File: src/rtl/matmul_sequencer.sv
// Matmul sequencer: fetches A columns / B rows, streams them into the PE
// array, waits out the systolic skew and writes result rows to scratchpad.
module matmul_sequencer #(
  parameter int DATA_WIDTH = 32,
  parameter int BUS_WIDTH  = 64,
  parameter int ADDR_WIDTH = 32,
  parameter logic [ADDR_WIDTH-1:0] OPA_BASE = 32'h20,
  parameter logic [ADDR_WIDTH-1:0] OPB_BASE = 32'h40,
  parameter logic [ADDR_WIDTH-1:0] SP_BASE  = 32'h60
) (
  input  logic                  clk_i,
  input  logic                  rst_i,
  input  logic                  start_bit_i,
  input  logic [1:0]            n_dim_i,
  input  logic [1:0]            k_dim_i,
  input  logic [1:0]            m_dim_i,
  output logic                  mem_req_o,
  output logic                  mem_we_o,
  output logic [ADDR_WIDTH-1:0] mem_addr_o,
  output logic [BUS_WIDTH-1:0]  mem_wdata_o,
  input  logic                  mem_gnt_i,
  input  logic [BUS_WIDTH-1:0]  mem_rdata_i,
  output logic                  pe_clear_o,
  output logic                  pe_valid_o,
  output logic [BUS_WIDTH-1:0]  pe_a_o,
  output logic [BUS_WIDTH-1:0]  pe_b_o,
  output logic [1:0]            res_row_o,
  input  logic [BUS_WIDTH-1:0]  res_data_i,
  output logic                  busy_o,
  output logic                  done_o,
  output logic                  clear_start_o,
  output logic                  err_o
);

  localparam int MAX_DIM = BUS_WIDTH / DATA_WIDTH;
  localparam int STRIDE  = BUS_WIDTH / 8;

  typedef enum logic [2:0] {
    IDLE,
    FETCH_A,
    FETCH_B,
    DRAIN,
    WRITEBACK,
    DONE
  } state_t;

  state_t               state;
  logic                 start_q;
  logic [1:0]           n_q;
  logic [1:0]           k_q;
  logic [1:0]           m_q;
  logic [1:0]           k_cnt;
  logic [1:0]           row_cnt;
  logic [2:0]           drain_cnt;
  logic                 a_pend;
  logic                 b_pend;
  logic [BUS_WIDTH-1:0] a_hold;

  logic start_edge;
  logic legal;
  logic gnt;

  function automatic logic [ADDR_WIDTH-1:0] word_addr(
    input logic [ADDR_WIDTH-1:0] base,
    input logic [1:0]            idx
  );
    return base + ADDR_WIDTH'(idx) * ADDR_WIDTH'(STRIDE);
  endfunction

  function automatic logic dim_ok(input logic [1:0] d);
    return (d != 2'd0) && (int'(d) <= MAX_DIM);
  endfunction

  assign start_edge = start_bit_i && !start_q;
  assign legal = dim_ok(n_dim_i) && dim_ok(k_dim_i)
              && dim_ok(m_dim_i);
  assign gnt = mem_req_o && mem_gnt_i;

  // Write data tracks the PE row selected by the registered res_row_o.
  assign mem_wdata_o = mem_we_o ? res_data_i : '0;

  always_ff @(posedge clk_i) begin
    if (rst_i) begin
      state         <= IDLE;
      start_q       <= 1'b0;
      n_q           <= '0;
      k_q           <= '0;
      m_q           <= '0;
      k_cnt         <= '0;
      row_cnt       <= '0;
      drain_cnt     <= '0;
      a_pend        <= 1'b0;
      b_pend        <= 1'b0;
      a_hold        <= '0;
      mem_req_o     <= 1'b0;
      mem_we_o      <= 1'b0;
      mem_addr_o    <= '0;
      pe_clear_o    <= 1'b0;
      pe_valid_o    <= 1'b0;
      pe_a_o        <= '0;
      pe_b_o        <= '0;
      res_row_o     <= '0;
      busy_o        <= 1'b0;
      done_o        <= 1'b0;
      clear_start_o <= 1'b0;
      err_o         <= 1'b0;
    end else begin
      start_q       <= start_bit_i;
      pe_clear_o    <= 1'b0;
      pe_valid_o    <= 1'b0;
      pe_a_o        <= '0;
      pe_b_o        <= '0;
      done_o        <= 1'b0;
      clear_start_o <= 1'b0;
      a_pend        <= 1'b0;
      b_pend        <= 1'b0;

      // Read data lands one cycle after its grant.
      if (a_pend) begin
        a_hold <= mem_rdata_i;
      end
      if (b_pend) begin
        pe_valid_o <= 1'b1;
        pe_a_o     <= a_hold;
        pe_b_o     <= mem_rdata_i;
      end

      unique case (state)
        IDLE: begin
          if (start_edge) begin
            n_q     <= n_dim_i;
            k_q     <= k_dim_i;
            m_q     <= m_dim_i;
            k_cnt   <= '0;
            row_cnt <= '0;
            busy_o  <= 1'b1;
            if (legal) begin
              err_o      <= 1'b0;
              state      <= FETCH_A;
              pe_clear_o <= 1'b1;
              mem_req_o  <= 1'b1;
              mem_we_o   <= 1'b0;
              mem_addr_o <= word_addr(OPA_BASE, 2'd0);
            end else begin
              err_o         <= 1'b1;
              state         <= DONE;
              done_o        <= 1'b1;
              clear_start_o <= 1'b1;
            end
          end
        end
        FETCH_A: begin
          if (gnt) begin
            a_pend     <= 1'b1;
            state      <= FETCH_B;
            mem_addr_o <= word_addr(OPB_BASE, k_cnt);
          end
        end
        FETCH_B: begin
          if (gnt) begin
            b_pend <= 1'b1;
            if (k_cnt == k_q - 2'd1) begin
              // Two extra cycles cover the last B beat and its PE pulse.
              state      <= DRAIN;
              mem_req_o  <= 1'b0;
              mem_addr_o <= '0;
              drain_cnt  <= 3'(n_q) + 3'(m_q) + 3'd1;
            end else begin
              k_cnt      <= k_cnt + 2'd1;
              state      <= FETCH_A;
              mem_addr_o <= word_addr(OPA_BASE, k_cnt + 2'd1);
            end
          end
        end
        DRAIN: begin
          if (drain_cnt == 3'd1) begin
            state      <= WRITEBACK;
            mem_req_o  <= 1'b1;
            mem_we_o   <= 1'b1;
            mem_addr_o <= word_addr(SP_BASE, 2'd0);
            res_row_o  <= '0;
          end else begin
            drain_cnt <= drain_cnt - 3'd1;
          end
        end
        WRITEBACK: begin
          if (gnt) begin
            if (row_cnt == n_q - 2'd1) begin
              state         <= DONE;
              mem_req_o     <= 1'b0;
              mem_we_o      <= 1'b0;
              mem_addr_o    <= '0;
              res_row_o     <= '0;
              done_o        <= 1'b1;
              clear_start_o <= 1'b1;
            end else begin
              row_cnt    <= row_cnt + 2'd1;
              res_row_o  <= row_cnt + 2'd1;
              mem_addr_o <= word_addr(SP_BASE, row_cnt + 2'd1);
            end
          end
        end
        DONE: begin
          state  <= IDLE;
          busy_o <= 1'b0;
        end
        default: begin
          state <= IDLE;
        end
      endcase
    end
  end

endmodule

File: config.mk
export PLATFORM = sky130hd
export DESIGN_NAME = matmul_sequencer
export DESIGN_NICKNAME = d
export VERILOG_FILES = /design/src/rtl/matmul_sequencer.sv
export SDC_FILE = /design/constraint.sdc
export NUM_CORES = 1
export LEC_CHECK = 0
export ABC_AREA = 1
export BUFFER_PORTS_ARGS = -buffer_cell sky130_fd_sc_hd__clkbuf_2
export CORE_ASPECT_RATIO = 2
export CORE_MARGIN = 1
export CORE_UTILIZATION = 30
export DETAILED_ROUTE_END_ITERATION = 6
export GPL_TIMING_DRIVEN = 0
export PLACE_DENSITY_LB_ADDON = 0.15
export SYNTH_ARGS = -nofsm -noshare
export SYNTH_HDL_FRONTEND = slang
export SYNTH_SLANG_ARGS = --single-unit
File: constraint.sdc
create_clock -name clk_i -period 2.3 [get_ports clk_i]
set_input_delay 0.23 -clock clk_i [delete_from_list [all_inputs] [get_ports clk_i]]
set_output_delay 0.23 -clock clk_i [all_outputs]
set_load 0.01 [all_outputs]
Word-level counts from Yosys, hierarchy flattened
Index checks and enable logic that the tools add are counted.

Bitwise gates (word level): 5. $add $sub $neg: 10. Div/mod/pow operators: 0. Multiply operators: 0. Muxes and demuxes: 55. Reductions and logical operators: 34. Shifts and indexed selects: 0. Order comparisons: 3. Equal/unequal tests: 19.

Operators with widths (count): 32-bit two-way mux (6); 32-bit case mux with 5 select lines (1); 64-bit two-way mux (1); 3-bit two-way mux (10); 2-bit != test, second input constant (11); 2-bit two-way mux (9); 1-bit two-way mux (17); 7-bit by 5-bit adder with 8-bit output, first input constant (2); 2-bit nonzero test (8); 3-bit case mux with 5 select lines (1); 2-bit case mux with 2 select lines (3); 4-bit AND reduction (3); 6-bit AND reduction (2); 8-bit two-way mux (1); 8-bit AND reduction (1); 6-bit by 5-bit adder with 7-bit output, first input constant (1); 1-bit logical AND (7); 7-bit two-way mux (1); 7-bit AND reduction (1); 3-bit by 1-bit equality test with 1-bit output, second input constant (2); 3-bit by 2-bit equality test with 1-bit output, second input constant (2); 3-bit equality test, second input constant (2); 2-bit less-or-equal comparator, second input constant (3); 3-bit case mux with 2 select lines (1); other kinds (19) (30).

Latch bits: 0. Memories: 0. RAM bits: 0. Output and inout port bits: 234. Bits in read-only memories: 0. Input bits: 138. Register bits: 252.

Logic depth before layout (Yosys ltp)
Word-level depth: 7. Mapped depth: 11. Depth with buffers taken out: 11.

Least setup slack after synthesis
Ideal clock, no wire load.

Kind: flip-flop to flip-flop. Start point: register drain_cnt[1]. End point: register mem_addr_o[5]. Arrival: 1.291 ns. Stages on the path, launching flop included: 12. Path slack: 0.892 ns. Buffers on the path: 0. Cells stage by stage: dfxtp_1 > inv_1 > ha_1 > inv_1 > nor2_1 > nor2_4 > nor2_4 > nand2_2 > nor2_2 > o21ai_0 > nor2_1 > nor2_1.

Word-level cells in the longest chain between the ends: 3.

Ends and longest elaborated chain: start, declared (line 54) `logic [2:0] drain_cnt;`; start signal, assigned (line 167) `drain_cnt <= 3'(n_q) + 3'(m_q) + 3'd1;`; start signal, assigned (line 183) `drain_cnt <= drain_cnt - 3'd1;`; 3-bit by 1-bit equality test with 1-bit output (line 176) `if (drain_cnt == 3'd1) begin`; 2-bit != test (no line); 7-bit AND reduction (no line); end signal, assigned (line 171) `mem_addr_o <= word_addr(OPA_BASE, k_cnt + 2'd1);`; end signal, assigned (line 180) `mem_addr_o <= word_addr(SP_BASE, 2'd0);`; end signal, assigned (line 199) `mem_addr_o <= word_addr(SP_BASE, row_cnt + 2'd1);`; end, declared (line 19) `output logic [ADDR_WIDTH-1:0] mem_addr_o,`.

No other way between the ends. A chain may end at the register's enable or synchronous reset.

Final worst setup path
Start point: register mem_we_o. End point: output port mem_wdata_o[20].

Word-level cells in the longest chain between the ends: 1.

Ends and longest elaborated chain: start, declared (line 18) `output logic mem_we_o,`; start signal, assigned (line 96) `mem_we_o <= 1'b0;`; start signal, assigned (line 142) `mem_we_o <= 1'b0;`; start signal, assigned (line 179) `mem_we_o <= 1'b1;`; 64-bit two-way mux (line 80) `assign mem_wdata_o = mem_we_o ? res_data_i : '0;`; end, declared (line 20) `output logic [BUS_WIDTH-1:0] mem_wdata_o,`.

No other way between the ends.

==> metrics.md <==
| Metric | Value |
|---|---|
| Status | `finished clean` |
| Starting DRT DRC Count | `approximately 260` |
| Die width | `117.6 um` |
| Final #Nets | `1620` |
| DRC violations left | `0` |
| Reg2reg setup slack | `0.38 ns` |
| Post-Layout Cell Count | `1835` |
| Setup Skew | `0.005909 ns` |
| Average wire per standard cell | `approximately 13 um` |
| Area Growth Syn to Fin | `44.42%` |
| Sequential area share after synthesis | `0.5597` |
| Synth unique cells | `29` |
| Max-cap viol count | `0` |
| Setup total negative slack | `0 ns` |
| Reg2Reg Depth | `4` |
| Worst setup margin | `0.2909 ns` |
| Clk buf depth | `3` |
| Syn Std Cell Area | `8013 sq um` |
| Vias after detailed routing | `7611` |
| Minimum clock period | `2.009 ns` |
| Dpl cells | `1737` |
| Max Fclk | `~500 MHz` |
| Vias in the first global route | `7244` |
| R2R Path End | `a_hold[43]$_SDFFE_PP0P_` |
| Post-Synthesis Cells | `1024` |
| Rows | `84` |
| VDD IR max | `around 0.00056 V` |
| Num CTS Buffers | `21` |
| CTS tree | `done` |
| Hold EP | `pe_b_o[54]$_SDFF_PP0_` |
| Vias per std cell | `4.148` |
| Sink Count | `224` |
| Startpoint Class | `register` |
| Worst-path clk slew | `0.06 ns` |
| Final setup vio count | `0` |
| First-pass GRT wire length | `36310 um` |
| Final period utilization | `0.8735` |
| Power Dens Cells | `778.2 nW/um^2` |
| Synth Warn # | `0` |
| Hold path depth | `3` |
| Share of layout cells above drive strength 1 | `0.2911` |
| GR Overflow Total | `0` |
| Least-Margin Pin Slew | `0.5888 ns` |
| Unrepaired setup endpoints after global routing | `no` |
| Share of the synthesized area in the top cell type | `0.5597` |
| Critical R2R Launch | `a_pend$_SDFF_PP0_` |
| Routed wire length | `24010 um` |
| Worst-Skew Late Latency | `0.49 ns` |
| Synth top area cells | `dfxtp_1 (56%), inv_1 (11%), nor2_1 (6.8%)` |
| I/O Pins | `approximately 370` |
| Core box area | `26280 sq um` |
| Final antenna diode count | `0` |
| Port bufs | `342` |
| Starting density of the core | `0.3050` |
| CTS root buf | `clkbuf_16` |
| Initial antenna violation count | `0` |
| Top_reg_cell synth | `dfxtp_1` |
| Critical path peak fanout | `12` |
| CTS H-tree depth | `1` |
| Final Hold Vio Count | `0` |
| Post-synth EDFFs | `0` |
| Crit path DAT | `1.78 ns` |
| Most common cell after layout, fill and taps aside | `clkbuf_2` |
| Avg Cell Area, Syn | `between 7 and 8 sq um` |
| Leading cell types in the layout, fill and taps excluded | `clkbuf_2 (343), inv_1 (226), dfxtp_1 (224), nor2_1 (145), nand2_1 (129)` |
| Critical path required time | `around 2.1 ns` |
| RePlAce Congestion | `between 0.8 and 0.9` |
| Max Slew Vio Count | `0` |
| Pre-CTS WS | `0.3096 ns` |
| Critical path's top delay family | `buffers and inverters` |
| Post-synth ARST share | `0` |
| Yosys reg bits | `between 200 and 250` |
| Critical path class | `reg2out` |
| Synth area leader | `dfxtp_1` |
| Slew HR | `0.6074` |
| GRT Total Usage | `0.1699` |
| Length of the first detailed-routing pass in iterations | `6` |
| Lkg Pwr | `roughly 6.2 nW` |
| Hpwl dp | `18780 um` |
| Cell Chain, Critical Path | `clkbuf_1 -> nand2_1 -> inv_1 -> clkbuf_2` |
| Setup crit end kind | `output pin` |
| Largest net degree at the start of global routing | `16` |
| Hold crit path type | `in2reg` |
| Die H | `233.1 um` |
| Hold Path Origin | `mem_rdata_i[54]` |
| Die Area | `27410 sq um` |
| Final ANT Viol Nets | `0` |
| Slowest-stage cell, CP | `dfxtp_1` |
| CP bufs+invs | `3` |
| Slowest cell delay on critical path | `0.56 ns` |
[cell families after synthesis]
family,after synthesis,synth area share
flip-flops,224,0.5597
AND/OR/NAND/NOR,313,0.1594
XOR/XNOR,3,0.003280
multiplexers,2,0.002499
other,1,0.0004680
AO/OA/AOI/OAI,175,0.1104
adder cells (fa/ha/maj),4,0.007184
buffers and inverters,302,0.1571
[flip-flops by register name, indices dropped and copies added, names as in the netlist]
| signal | flops |
|---|---|
| res_row_o | 2 |
| start_q | 1 |
| pe_a_o | 64 |
| n_q | 2 |
| a_hold | 64 |
| k_q | 2 |
| mem_addr_o | 4 |
| m_q | 2 |
| pe_b_o | 64 |
| mem_we_o | 1 |
| pe_valid_o | 1 |
| err_o | 1 |
| state | 3 |
| mem_req_o | 1 |
| row_cnt | 2 |
| k_cnt | 2 |
| busy_o | 1 |
| drain_cnt | 3 |
| a_pend | 1 |
| b_pend | 1 |
| pe_clear_o | 1 |
| clear_start_o | 1 |
[worst max-delay path by stage]
stage                              startpoint                         end  slack [ns]  cells past startpoint
floorplan           drain_cnt[1]$_SDFFE_PP0P_  mem_addr_o[5]$_SDFFE_PP0P_        0.89                     11
global placement            a_pend$_SDFF_PP0_     a_hold[40]$_SDFFE_PP0P_        0.32                      4
detailed placement          a_pend$_SDFF_PP0_     a_hold[45]$_SDFFE_PP0P_        0.31                      4
CTS                     mem_we_o$_SDFFE_PP0P_             mem_wdata_o[50]       0.008                      5
global route            mem_we_o$_SDFFE_PP0P_             mem_wdata_o[19]        0.09                      4
finish                  mem_we_o$_SDFFE_PP0P_             mem_wdata_o[20]        0.29                      4
[metal layers]
| layer | global-route usage | routed length [um] | up-vias |
|---|---|---|---|
| li1 | - | - | 3893 |
| met1 | 0.1540 | 8102 | 3379 |
| met2 | 0.3561 | 13740 | 293 |
| met3 | 0.02393 | 1233 | 46 |
| met4 | 0.08454 | 935 | 0 |
| met5 | 0 | 0 | - |
[timing repair]
action	in CTS	in global routing
hold endpoints to repair	115	0
hold buffers	63	0
gates resized for setup	0	2
setup endpoints to repair	0	16
setup buffers	0	0
[area by class of cell]
| type | instances | area [sq um] |
|---|---|---|
| fill | 2778 | 14700 |
| sequential | 224 | 4484 |
| multi-input combinational | 525 | 2371 |
| timing repair buffer | 405 | 2342 |
| inverter | 227 | 852.1 |
| clock buffer | 31 | 633.1 |
| tap | 344 | 430.4 |
| buffer | 74 | 404.1 |
| clock inverter | 5 | 55.05 |
[synth_stat cells (2+ instances only)]
master,count
nor2_2,3
buf_2,13
nor2_4,2
buf_1,5
nand2_1,129
clkbuf_1,28
nand3_1,19
o21ai_0,79
mux2i_1,2
nand2_2,4
nor3_1,3
buf_4,29
inv_1,226
nand4_1,3
dfxtp_1,224
ha_1,3
nand3_2,3
a21oi_1,93
xor2_1,2
nor2_1,145
[worst reg2reg max path: cells and delay by family (launching register included)]
kind,cells,cell delay [ns]
buffers and inverters,3,1.34
DFF,1,0.32
AOI/OAI and AO/OA,1,0.13
[per-stage QoR]
step	power [mW]	utilization	hold slack (ns)	cell area, sq um
3_3_place_gp	5.549	0.3903	0.4089	10260
4_1_cts	9.155	0.4405	0.005022	11570
2_1_floorplan	5.084	-	0.3370	8114
5_1_grt	9.468	0.4404	0.01113	11570
6_report	9.005	0.4404	0.01606	11570
3_5_place_dp	5.560	0.3903	0.4120	10260
[report_power, final]
part	total [mW]	leakage (nW)	switching, mW	internal (mW)
clock	3.46	0.335	1.45	2.01
combinational	1.40	4.04	0.858	0.542
sequential	4.15	1.81	0.114	4.03
total	9.01	6.18	2.42	6.59
No activity file was read; power rests on OpenSTA's default activity.
